### config.mk
export PLATFORM = sky130hd
export DESIGN_NAME = pipe_stage0_prefetch
export DESIGN_NICKNAME = d
export VERILOG_FILES = /design/src/rtl/pipe_stage0_prefetch.sv
export SDC_FILE = /design/constraint.sdc
export NUM_CORES = 1
export LEC_CHECK = 0
export BUFFER_PORTS_ARGS = -buffer_cell sky130_fd_sc_hd__buf_2
export CAP_MARGIN = 10
export CORE_AREA = 2 2 74 111
export CTS_CLUSTER_DIAMETER = 50
export DETAILED_ROUTE_END_ITERATION = 6
export DIE_AREA = 0 0 76 113
export HOLD_SLACK_MARGIN = 0.02
export RECOVER_POWER = 25
export SLEW_MARGIN = 20
export SYNTH_ARGS = -nofsm -noshare
export SYNTH_HDL_FRONTEND = slang
export SYNTH_SLANG_ARGS = --single-unit
### constraint.sdc
create_clock -name clk -period 2.2 [get_ports clk]
set_input_delay 0.22 -clock clk [delete_from_list [all_inputs] [get_ports clk]]
set_output_delay 0.22 -clock clk [all_outputs]
set_load 0.02 [all_outputs]
### src/rtl/pipe_stage0_prefetch.sv
// Fetch stage with a DEPTH-entry prefetch FIFO feeding pipeline stage 1.
// Latency: 0 cycles when the FIFO is empty and there is no stall (MemData bypass); >=1 cycle for buffered words.
// Backpressure: FetchSuppress stalls consumption while fetching continues into the FIFO; Full stops fetching.
module pipe_stage0_prefetch #(
  parameter int               DATA_W    = 8,
  parameter int               DEPTH     = 4,
  parameter logic [DATA_W-1:0] NOP_VALUE = '0,
  localparam int              CNT_W     = $clog2(DEPTH + 1)
) (
  input  logic              clk,
  input  logic              rst,
  input  logic [DATA_W-1:0] MemData,
  input  logic              BusRequest,
  input  logic              FetchSuppress,
  input  logic              Flush,
  input  logic              Flag5_PCRA_Flip,
  output logic              FetchEn,
  output logic              PcInc,
  output logic [DATA_W-1:0] Pipe0Out,
  output logic              Pipe0Valid,
  output logic              Pipe0Out0_IncPCRA0,
  output logic              Pipe0Out1_IncPCRA1,
  output logic [CNT_W-1:0]  Count,
  output logic              Full
);

  localparam int               PTR_W   = $clog2(DEPTH);
  localparam logic [CNT_W-1:0] DEPTH_C = CNT_W'(DEPTH);
  localparam logic [PTR_W-1:0] LAST_P  = PTR_W'(DEPTH - 1);

  logic [DATA_W-1:0] r_mem [DEPTH];
  logic [PTR_W-1:0]  r_rd_ptr;
  logic [PTR_W-1:0]  r_wr_ptr;
  logic [CNT_W-1:0]  r_count;

  logic w_full;
  logic w_empty;
  logic w_fetch;
  logic w_bypass;
  logic w_push;
  logic w_pop;

  assign w_full   = (r_count == DEPTH_C);
  assign w_empty  = (r_count == '0);
  // Full blocks fetch even if the head pops this cycle: no pass-through at full.
  assign w_fetch  = !w_full && !BusRequest && !Flush;
  assign w_bypass = w_empty && !FetchSuppress;
  assign w_push   = w_fetch && !w_bypass;
  // BusRequest deliberately absent: buffered words drain during DMA.
  assign w_pop    = !FetchSuppress && !Flush && !w_empty;

  assign FetchEn            = w_fetch;
  assign PcInc              = w_fetch;
  assign Pipe0Out0_IncPCRA0 = Flag5_PCRA_Flip;
  assign Pipe0Out1_IncPCRA1 = BusRequest;
  assign Count              = r_count;
  assign Full               = w_full;

  // Output select: stall/flush bubble, then FIFO head, then live bypass, else bubble.
  always_comb begin
    Pipe0Out   = NOP_VALUE;
    Pipe0Valid = 1'b0;
    if (FetchSuppress || Flush) begin
      Pipe0Out   = NOP_VALUE;
      Pipe0Valid = 1'b0;
    end else if (!w_empty) begin
      Pipe0Out   = r_mem[r_rd_ptr];
      Pipe0Valid = 1'b1;
    end else if (w_fetch) begin
      Pipe0Out   = MemData;
      Pipe0Valid = 1'b1;
    end
  end

  // Storage is not reset; only pointers and occupancy define what is valid.
  always_ff @(posedge clk) begin
    if (w_push) begin
      r_mem[r_wr_ptr] <= MemData;
    end
  end

  // Pointer and occupancy update; Flush empties the FIFO and overrides push/pop.
  always_ff @(posedge clk or posedge rst) begin
    if (rst) begin
      r_rd_ptr <= '0;
      r_wr_ptr <= '0;
      r_count  <= '0;
    end else if (Flush) begin
      r_rd_ptr <= '0;
      r_wr_ptr <= '0;
      r_count  <= '0;
    end else begin
      if (w_push) begin
        r_wr_ptr <= (r_wr_ptr == LAST_P) ? '0 : r_wr_ptr + 1'b1;
      end
      if (w_pop) begin
        r_rd_ptr <= (r_rd_ptr == LAST_P) ? '0 : r_rd_ptr + 1'b1;
      end
      if (w_push && !w_pop) begin
        r_count <= r_count + 1'b1;
      end else if (w_pop && !w_push) begin
        r_count <= r_count - 1'b1;
      end
    end
  end

endmodule

* Yosys cells after proc, flatten, opt, wreduce, memory -nomap -nowiden
Memory sizes are Yosys's and may differ from the RTL's.
Index checks and enable logic that the tools add are counted.
** Storage, ports and cells
- Bits in registers :: 7
- Bits in writable memories :: 32
- Input port bits :: 14
- Logic and storage cells :: 49
- Memories kept :: 1
** Memories
- r_mem :: depth 4, width 8, read ports 1, clocked after Yosys merged registers in 0, write ports 1, RTL line 31 : logic [DATA_W-1:0] r_mem [DEPTH];
** Operators by class
- Add/subtract/negate cells :: 4
- Equality and inequality tests :: 3
- Multiplexer cells :: 17
- Reduce and logical (&&, ||, !) cells :: 21
** Operators with widths (count)
- $mux W8 :: 3
- $mux W2 :: 6
- $mux W3 :: 3
- $logic_and A1 B1 Y1 :: 8
- $logic_not A1 Y1 :: 8
- $mux W1 :: 5
- $add A2 B1 Y2 const B :: 2
- $eq A2 B2 Y1 const B :: 2
- $reduce_bool A2 Y1 :: 2
- $add A3 B1 Y3 const B :: 1
- $eq A3 B3 Y1 const B :: 1
- $logic_not A3 Y1 :: 1
- $reduce_bool A3 Y1 :: 1
- $sub A3 B1 Y3 const B :: 1
- $logic_or A1 B1 Y1 :: 1

* Longest topological paths before layout
Gate-level depths: netlist (run 1).
- Depth after elaboration :: 10
- Depth in mapped cells :: 8
- Mapped depth without buffers :: 8

* Worst setup path before layout (run 1)
Ideal clock, no wire load.
- Path kind :: reg-to-reg
- Start point :: reg r_count[0], in the netlist Count[0]
- End point :: reg r_count[2], in the netlist Count[2]
- Library setup time :: 0.141 ns
- Data arrival time :: 2.184 ns
- Required time :: 2.059 ns
- Path slack :: -0.125 ns
- Stages on the path, launching flop included :: 9
- Buffers on the path :: 0
- Cell sequence :: dfrtp_1 -> nor2_2 -> a211oi_1 -> and2_1 -> fa_1 -> nand2b_1 -> o21ai_0 -> o21ai_0 -> a21oi_1
** Between the ends
- Cells in the longest elaborated chain, start to end :: 8
- Elaborated cells on any way between the ends :: 20
- Those cells by class :: add/sub: 2; eq/ne: 1; mux: 3; reduce/logical: 14
** RTL lines
- start, declared :: RTL line 34 : logic [CNT_W-1:0] r_count;
- start signal, assigned :: RTL line 100 : r_count <= r_count + 1'b1;
- start signal, assigned :: RTL line 102 : r_count <= r_count - 1'b1;
- $eq A3 B3 Y1 (*) :: RTL line 43 : assign w_full = (r_count == DEPTH_C);
- $logic_not A1 Y1 (*) :: RTL line 46 : assign w_fetch = !w_full && !BusRequest && !Flush;
- $logic_and A1 B1 Y1 (*) (2 in a row) :: RTL line 46
- named net FetchEn :: RTL line 17 : output logic FetchEn,
- $logic_and A1 B1 Y1 (*) :: RTL line 48 : assign w_push = w_fetch && !w_bypass;
- $logic_and A1 B1 Y1 / $logic_not A1 Y1 (equally long branches) :: RTL line 99, 101
- $mux W3 / $logic_and A1 B1 Y1 (equally long branches) :: RTL line 99, 101
- $mux W3 / $reduce_bool A3 Y1 (equally long branches)
Mark *: on every way through the listed nets, which the timed path passes. The rest lies on a longest branch. The select of a mux whose other input is x is not followed.
A chain may end at the register's enable or synchronous reset.

* Worst setup path after layout (run 1)
- Start point :: reg r_count[2], in the netlist Count[2]
- End point :: out Pipe0Out[0]
** Between the ends
- Cells in the longest elaborated chain, start to end :: 7
- Elaborated cells on any way between the ends :: 8
- Those cells by class :: eq/ne: 1; mux: 3; reduce/logical: 4
** RTL lines
- $eq A3 B3 Y1 :: RTL line 43
- $logic_not A1 Y1 :: RTL line 46
- $logic_and A1 B1 Y1 (2 in a row) :: RTL line 46
- $mux W8 :: RTL line 69 : end else if (w_fetch) begin
- $mux W8 (*) :: RTL line 66 : end else if (!w_empty) begin
- $mux W8 (*) :: RTL line 63 : if (FetchSuppress || Flush) begin
- end, declared :: RTL line 19 : output logic [DATA_W-1:0] Pipe0Out,
Mark *: on every way between the ends. The rest lies on a longest branch, timed or not.

==> metrics.txt, run 1 <==
cts hold-fix bufs 1; HPWL Detailed 2680 um; r2r endpoint Count[2]; Rows 39; RSZ-0062 raised after global routing no; diode count 0; Hold EP r_mem[1][4]; Clock Path Buffers 2; CP Launch Point Count[2]; number of global-route vias before repair 1167; GR Layer Usage met1 9.74%; M3 GR Usage 2.39%; largest net degree at the start of global routing 15; run status finished clean; vias 1117; final hold vios 0; drt drc 0; Final Cycle Share 89.6%; Via density 4.22; area delta synth->final 25.3%; largest delay contributor family on the critical path buffers and inverters; crit path DAT 1.75 ns; total track usage 8.91%; CP Cell Sequence nor3_4, buf_4, nor3_2, buf_4, a22o_1, buf_2; nets@finish 182; First DRT Iteration DRCs 73; initial antenna violation count 0; clock sinks 39; pwr/cell area 1020 mW/mm2; Buf/Inv on CP 3; placed inst area 0.00217 mm2; clock root cell clkbuf_16; critical path's slowest cell dfrtp_1; Achievable Freq 0.507 GHz; met2 Use GR 16.1%; critical path's largest stage delay 0.47 ns; smallest hold slack 0.212 ns; worst clock skew 0.00152 ns; Worst IR Drop VDD 0.639 mV; register bit total from synthesis 39; worst hold path type in2reg; Syn. warnings 0; Req. time, crit path 1.98 ns; Power, Total 0.00235 W; Boundary Pins 31; most used routing layer met2; Mapped Cells 120; first-pass iteration count of the detailed router 4; # setup viols final 0; CTS clk-pin slew, worst paths 0.05 ns; Die H 113 um; worst slew pin tran 0.439 ns; design area 0.00231 mm2; H-tree Lvls 2; Synth Cell Area 0.00184 mm2; I/O Buffers 28; Core Region 0.00756 mm2; layout cells sized above 1 34.4%; Hold Path Origin MemData[4]; Starting Density 24.4%; crit path kind reg2out; WHS Path Cells 1; CTS tree done; setup TNS 0 ns; Final Util 30.5%; most used cell, CP buf_4; Final min period 1.97 ns; sequential share of the synthesized area 61.7%; Clock Latency Late Sink 0.27 ns; critical path launch point type flop; Syn Area/Cell 15.3 um2; Pleak 0.874 nW; GP Congestion 0.703; layout filler cell count 758; die width 76 um; Synthesized Nets 140; # Max-Cap Violations 0; Setup crit end kind output pin; Die ar. 0.00859 mm2; FF-to-FF Start Count[1]; fin. max-slew vios 0; cts bufs inserted 5; antenna-violating nets left 0; crit-path max FO 8; first-pass GRT wire length 5780 um; Netlist cell types 31; post-DR wirelength/cell 13.6 um; Slew HR 70.7%; CTS resizes 0; global route overflow 0; FF-to-FF path depth 7; final WL 3620 um; setup repair bufs after CTS 0; r2r setup slk 0.30 ns
per-stage QoR:
step	setup WS [ns]	std cells
final	0.230	265
after global routing	0.150	265
after CTS	0.193	265
after detailed placement	0.318	256
after global placement	0.355	256
after floorplan	0.0549	120
cells in the mapped netlist (all sizes together):
library cell / n / area (um2)
a211oi: 3 / 27.5
a21oi: 3 / 15.0
a22o: 7 / 61.3
a31oi: 1 / 6.26
a32oi: 1 / 8.76
and2: 6 / 38.8
buf: 6 / 43.8
clkbuf: 2 / 7.51
dfrtp: 7 / 175
edfxtp: 32 / 961
fa: 1 / 20.0
ha: 5 / 62.6
inv: 6 / 22.5
mux2: 2 / 22.5
mux4: 8 / 180
nand2: 6 / 22.5
nand2b: 3 / 18.8
nand3b: 1 / 7.51
nand4: 1 / 6.26
nor2: 8 / 32.5
nor3: 2 / 26.3
nor4b: 1 / 23.8
o21ai: 4 / 20.0
o31a: 1 / 8.76
o31ai: 3 / 22.5
state kept, by name (all words and copies together) (netlist names):
signal,flops
Count,3
r_rd_ptr,2
r_wr_ptr,2
r_mem,32
layout make-up:
cell class / count / area (um2) / share of cell area (%)
inverter: 6 / 22.5 / 0.976
timing repair buffer: 43 / 246 / 10.7
tap: 102 / 128 / 5.53
sequential: 39 / 1140 / 49.2
clock inverter: 1 / 5.00 / 0.217
clock buffer: 7 / 133 / 5.75
multi-input combinational: 67 / 637 / 27.6
how the worst max path moves through the flow:
| stage | endpoint | slack, ns | depth (start not counted) |
|---|---|---|---|
| global route | Pipe0Out[2] | 0.15 | 6 |
| finish | Pipe0Out[0] | 0.23 | 6 |
| CTS | Pipe0Out[2] | 0.19 | 6 |
| floorplan | Count[2] | 0.05 | 7 |
| global placement | Count[2] | 0.36 | 7 |
| detailed placement | Count[2] | 0.32 | 7 |
power by group:
part	switching [W]	total (W)	internal [W]
Clock	0.000252	0.000671	0.000418
Combinational	0.000401	0.000746	0.000345
Sequential	0.0000589	0.000932	0.000873
kinds of logic (layout without fill, tap and decap cells):
kind of cell    after synthesis  count (layout)  synth area share, %
buf+inv                      14              57                 4.01
compound gates               23              23                 9.24
simple gates                 28              28                 9.58
mux                          10              10                 11.0
flops                        39              39                 61.7
fa+ha+maj                     6               6                 4.48
placed cells by master (no fill, tap or decap), types with 2 or more instances in the layout:
master,count
o31ai_1,3
edfxtp_1,32
mux4_2,8
and2_1,5
a22o_1,7
clkbuf_16,5
nor2_1,7
nand2b_1,3
buf_2,21
ha_1,5
dfrtp_1,7
clkbuf_1,9
mux2_1,2
nand2_1,6
o21ai_0,4
a21oi_1,3
a211oi_2,2
buf_4,14
inv_1,6
layer usage:
metal  wire [um]  up-vias
li1            -      539
met1        1540      543
met2        1860       30
met3         148        5
met4          69        0
met5           0        -
No activity file was read; power rests on OpenSTA's default activity.
==> run 2, diff against run 1 <==
==> constraint.sdc (replaced) <==
create_clock -name clk -period 2.2 [get_ports clk]
set_input_delay 0.44 -clock clk [delete_from_list [all_inputs] [get_ports clk]]
set_output_delay 0.44 -clock clk [all_outputs]
set_load 0.02 [all_outputs]
==> run 2 against run 1 <==
Effect of this change: via count increased by 0.45%; flip-flop and latch count unchanged; sequential share of layout area decreased by 0.84 points; clock-buffer cell count unchanged; clock skew increased by 0.00097 ns; sequential power increased by 1%; non-clock buffer count increased by 1; cell area increased by 1.8%; routed wire length about the same; critical endpoint is now Pipe0Out[2]; largest cell class unchanged.
==> metrics.txt, run 2 (same netlist as run 1, synthesis figures left out) <==
run status finished clean (unchanged); FF-to-FF Start Count[0] (was Count[1]); cell count along the critical path 4 (was 6); cts hold-fix bufs 0 (was 1); Clock Path Buffers 2 (unchanged); area delta synth->final 27.6% (was 25.3%); I/O Buffers 28 (unchanged); diode count 0 (unchanged); CTS clk-pin slew, worst paths 0.05 ns (about the same); Worst IR Drop VDD 0.489 mV (was 0.639 mV); Starting Density 24.4% (unchanged); Req. time, crit path 1.76 ns (was 1.98 ns); H-tree Lvls 2 (unchanged); smallest hold slack 0.107 ns (was 0.212 ns); Core Region 0.00756 mm2 (unchanged); Pleak 0.894 nW (was 0.874 nW); Setup crit end kind output pin (unchanged); total track usage 9.30% (was 8.91%); vias 1122 (was 1117); number of global-route vias before repair 1227 (was 1167); largest net degree at the start of global routing 15 (unchanged); worst slew pin tran 0.468 ns (was 0.439 ns); global route overflow 0 (unchanged); Rows 39 (unchanged); Achievable Freq 0.474 GHz (was 0.507 GHz); GP Congestion 0.729 (was 0.703); worst hold path type in2async (was in2reg); FF-to-FF path depth 7 (unchanged); first-pass iteration count of the detailed router 4 (unchanged); final setup margin 0.0902 ns (was 0.230 ns); DP Worst Slack 0.231 ns (was 0.318 ns); setup TNS 0 ns (unchanged); Final Cycle Share 95.9% (was 89.6%); First DRT Iteration DRCs 112 (was 73); critical path's slowest cell mux4_2 (was dfrtp_1); worst clock skew 0.00249 ns (was 0.00152 ns); largest delay contributor family on the critical path multiplexers (was buffers and inverters); Die ar. 0.00859 mm2 (unchanged); placed inst area 0.00220 mm2 (was 0.00217 mm2); Via density 4.22 (about the same); # setup viols final 0 (unchanged); CTS tree done (unchanged); Buf/Inv on CP 2 (was 3); Slew HR 68.8% (was 70.7%); antenna-violating nets left 0 (unchanged); CP Launch Point r_rd_ptr[0] (was Count[2]); most flop-heavy register r_mem (unchanged); Boundary Pins 31 (unchanged); Final min period 2.11 ns (was 1.97 ns); post-DR wirelength/cell 13.6 um (about the same); HPWL Detailed 2630 um (was 2680 um); Clock Latency Late Sink 0.27 ns (about the same); first-pass GRT wire length 6110 um (was 5780 um); CP Cell Sequence buf_6, mux4_2, a22o_1, buf_2 (was nor3_4, buf_4, nor3_2, buf_4, a22o_1, buf_2); die width 76 um (unchanged); fin. max-slew vios 0 (unchanged); crit path DAT 1.67 ns (was 1.75 ns); most frequent cells in the layout edfxtp_1, buf_2, buf_4 (unchanged); crit path kind reg2out (unchanged); r2r setup slk 0.27 ns (was 0.30 ns); cts bufs inserted 5 (unchanged); Worst setup endpoint Pipe0Out[2] (was Pipe0Out[0]); critical path's largest stage delay 0.52 ns (was 0.47 ns); Final Util 31.1% (was 30.5%); RSZ-0062 raised after global routing no (unchanged); critical path launch point type flop (unchanged); clock sinks 39 (unchanged); clock root cell clkbuf_16 (unchanged); final WL 3610 um (was 3620 um); pwr/cell area 1010 mW/mm2 (was 1020 mW/mm2); # Max-Cap Violations 0 (unchanged); nets@finish 183 (was 182); Die H 113 um (unchanged); final hold vios 0 (unchanged); crit-path max FO 6 (was 8); commonest non-fill, non-tap cell in the layout edfxtp_1 (unchanged); max reg flops 32 (unchanged); design area 0.00235 mm2 (was 0.00231 mm2); initial antenna violation count 0 (unchanged); drt drc 0 (unchanged); layout cells sized above 1 37.8% (was 34.4%); r2r endpoint Count[2] (unchanged)
==> run 2: changes by cell type in the layout (fill, tap and decap cells not counted), sizes merged <==
cell	before	now
buf	35	40
clkbuf	14	11
dlygate4sd3	1	0
==> run 2: area by class of cell <==
type                            instances  area, um2
Inverter                                6       22.5
Clock buffer                            7        133
Timing Repair Buffer                   44        288
Sequential cell                        39       1140
Tap cell                              102        128
Multi-Input combinational cell         67        637
Fill cell                             749       5210
Clock inverter                          1       5.00
==> run 2: layer usage <==
metal	GRT usage, %	up-vias	routed length [um]
li1	-	542	-
met1	9.47	543	1400
met2	17.6	31	1960
met3	2.71	6	183
met4	4.00	0	72
met5	0	-	0
==> run 2: worst min-delay path by stage <==
stage | slack (ns) | endpoint | cells past startpoint
after floorplan | 0.24 | Count[0] | 1
after global placement | 0.40 | Count[0] | 2
after detailed placement | 0.41 | Count[0] | 2
after CTS | 0.11 | Count[0] | 2
after global routing | 0.12 | Count[2] | 2
final | 0.11 | Count[2] | 2
==> run 2: where the power goes <==
| group | internal (W) | switching, W |
|---|---|---|
| combinational | 0.000375 | 0.000398 |
| clock | 0.000418 | 0.000252 |
| sequential | 0.000875 | 0.0000661 |
==> run 2: timing repair <==
action,CTS,global route
pin swaps,1,1
setup endpoints to repair,2,6
buffers inserted,0,1
resized for setup,1,2
==> run 2: through the flow <==
step / instances / total power (W)
global route: 266 / 0.00252
detailed placement: 257 / 0.00171
floorplan: 120 / 0.00144
CTS: 265 / 0.00239
global placement: 257 / 0.00170
finish: 266 / 0.00238
==> run 3, diff against run 2 <==
SETUP_SLACK_MARGIN = 0.3   (was unset)
==> run 3 against run 2 <==
Effect of this change: clock skew up 0.00055 ns; cell area rose by 6.3%; clock power is 17% higher; die area unchanged; clock-buffer cell count decreased by 2.
==> metrics.txt, run 3 (same netlist as run 1, synthesis figures left out) <==
run status finished clean (unchanged); crit-path max FO 4 (was 6); Clock Latency Late Sink 0.28 ns (was 0.27 ns); die width 76 um (unchanged); first-pass GRT wire length 5990 um (was 6110 um); # setup viols final 0 (unchanged); post-DR wirelength/cell 14.0 um (was 13.6 um); Core Region 0.00756 mm2 (unchanged); diode count 0 (unchanged); clock sinks 39 (unchanged); multi-input logic area 676 um2 (was 637 um2); Achievable Freq 0.468 GHz (was 0.474 GHz); H-tree Lvls 2 (unchanged); Final Cycle Share 97.1% (was 95.9%); cts bufs inserted 5 (unchanged); global route overflow 0 (unchanged); final hold vios 0 (unchanged); worst clock skew 0.00304 ns (was 0.00249 ns); Final min period 2.14 ns (was 2.11 ns); nets@finish 184 (was 183); cts hold-fix bufs 0 (unchanged); critical path launch point type flop (unchanged); drt drc 0 (unchanged); total track usage 9.34% (was 9.30%); Via density 4.26 (was 4.22); Slew HR 69.2% (was 68.8%); Clock Path Buffers 2 (unchanged); Pleak 0.937 nW (was 0.894 nW); Power, Total 0.00272 W (was 0.00238 W); Starting Density 24.4% (unchanged); pwr/cell area 1090 mW/mm2 (was 1010 mW/mm2); most flop-heavy register r_mem (unchanged); CTS tree done (unchanged); max reg flops 32 (unchanged); crit path DAT 1.70 ns (was 1.67 ns); area delta synth->final 35.6% (was 27.6%); vias 1138 (was 1122); largest net degree at the start of global routing 15 (unchanged); layout cells sized above 1 44.2% (was 37.8%); CTS clk-pin slew, worst paths 0.05 ns (about the same); Setup crit end kind output pin (unchanged); I/O Buffers 28 (unchanged); RSZ-0062 raised after global routing yes (was no); Die ar. 0.00859 mm2 (unchanged); commonest non-fill, non-tap cell in the layout edfxtp_1 (unchanged); clock root cell clkbuf_16 (unchanged); first-pass iteration count of the detailed router 4 (unchanged); setup TNS 0 ns (unchanged); antenna-violating nets left 0 (unchanged); FF-to-FF path depth 7 (unchanged); crit path kind reg2out (unchanged); HPWL Detailed 2510 um (was 2630 um); Rows 39 (unchanged); GP Congestion 0.695 (was 0.729); most frequent cells in the layout edfxtp_1, buf_2, buf_6 (was edfxtp_1, buf_2, buf_4); First DRT Iteration DRCs 29 (was 112); Storage cell area 0.00114 mm2 (about the same); Boundary Pins 31 (unchanged); final WL 3750 um (was 3610 um); worst slew pin tran 0.463 ns (was 0.468 ns); fin. max-slew vios 0 (unchanged); Req. time, crit path 1.76 ns (about the same); layout filler cell count 738 (was 749); # Max-Cap Violations 0 (unchanged); Worst IR Drop VDD 0.542 mV (was 0.489 mV); initial antenna violation count 0 (unchanged); worst hold path type in2async (unchanged); Die H 113 um (unchanged); number of global-route vias before repair 1123 (was 1227)
## run 3: per-layer routing
metal / routed length [um] / GRT usage, %
met5: 0 / 0
met4: 63 / 3.76
met3: 178 / 2.55
met2: 2060 / 17.0
met1: 1440 / 10.3
## run 3: path summary, 6_finish.rpt
kind | start | end | slack, ns
max | r_rd_ptr[0] | Pipe0Out[2] | 0.06
max in group asynchronous | rst | Count[0] | 1.87
min reg2reg | r_wr_ptr[0] | r_wr_ptr[0] | 0.61
max reg2reg | Count[1] | Count[1] | 0.32
min in group clk | MemData[1] | r_mem[1][1] | 0.40
min | rst | r_rd_ptr[1] | 0.09
## run 3: per-stage QoR
step	area [um2]	std cells	hold slack (ns)	worst slack [ns]	util, %
floorplan	1870	120	0.243	0.300	-
global placement	2150	250	0.394	0.194	28.4
detailed placement	2150	250	0.400	0.163	28.4
CTS	2480	265	0.101	0.0580	32.8
global route	2500	267	0.117	0.0147	33.0
finish	2500	267	0.0896	0.0641	33.0
## run 3: power breakdown
| group | internal (W) | switching (W) | total, W |
|---|---|---|---|
| clock | 0.000528 | 0.000257 | 0.000785 |
| sequential | 0.000879 | 0.0000609 | 0.000940 |
| combinational | 0.000539 | 0.000461 | 0.00100 |
## run 3: final cells by class
type,count,share of cell area (%)
inverter,6,0.902
clock inverter,3,1.55
clock buffer,5,5.01
sequential,39,45.7
timing repair buffer,45,14.7
tap,102,5.11
multi-input combinational,67,27.1
## run 3: worst max-delay path, stage by stage (launching register included)
cell     delay, ns
dfrtp_2       0.40
buf_12        0.11
buf_16        0.10
mux4_2        0.48
a22o_1        0.20
buf_6         0.13
## run 3: repair_timing
action / in CTS / in global routing
endpoints found under the setup margin: 11 / 27
pin swaps: 5 / 6
cloned: 1 / 0
resized for setup: 25 / 6
setup buffers: 6 / 2
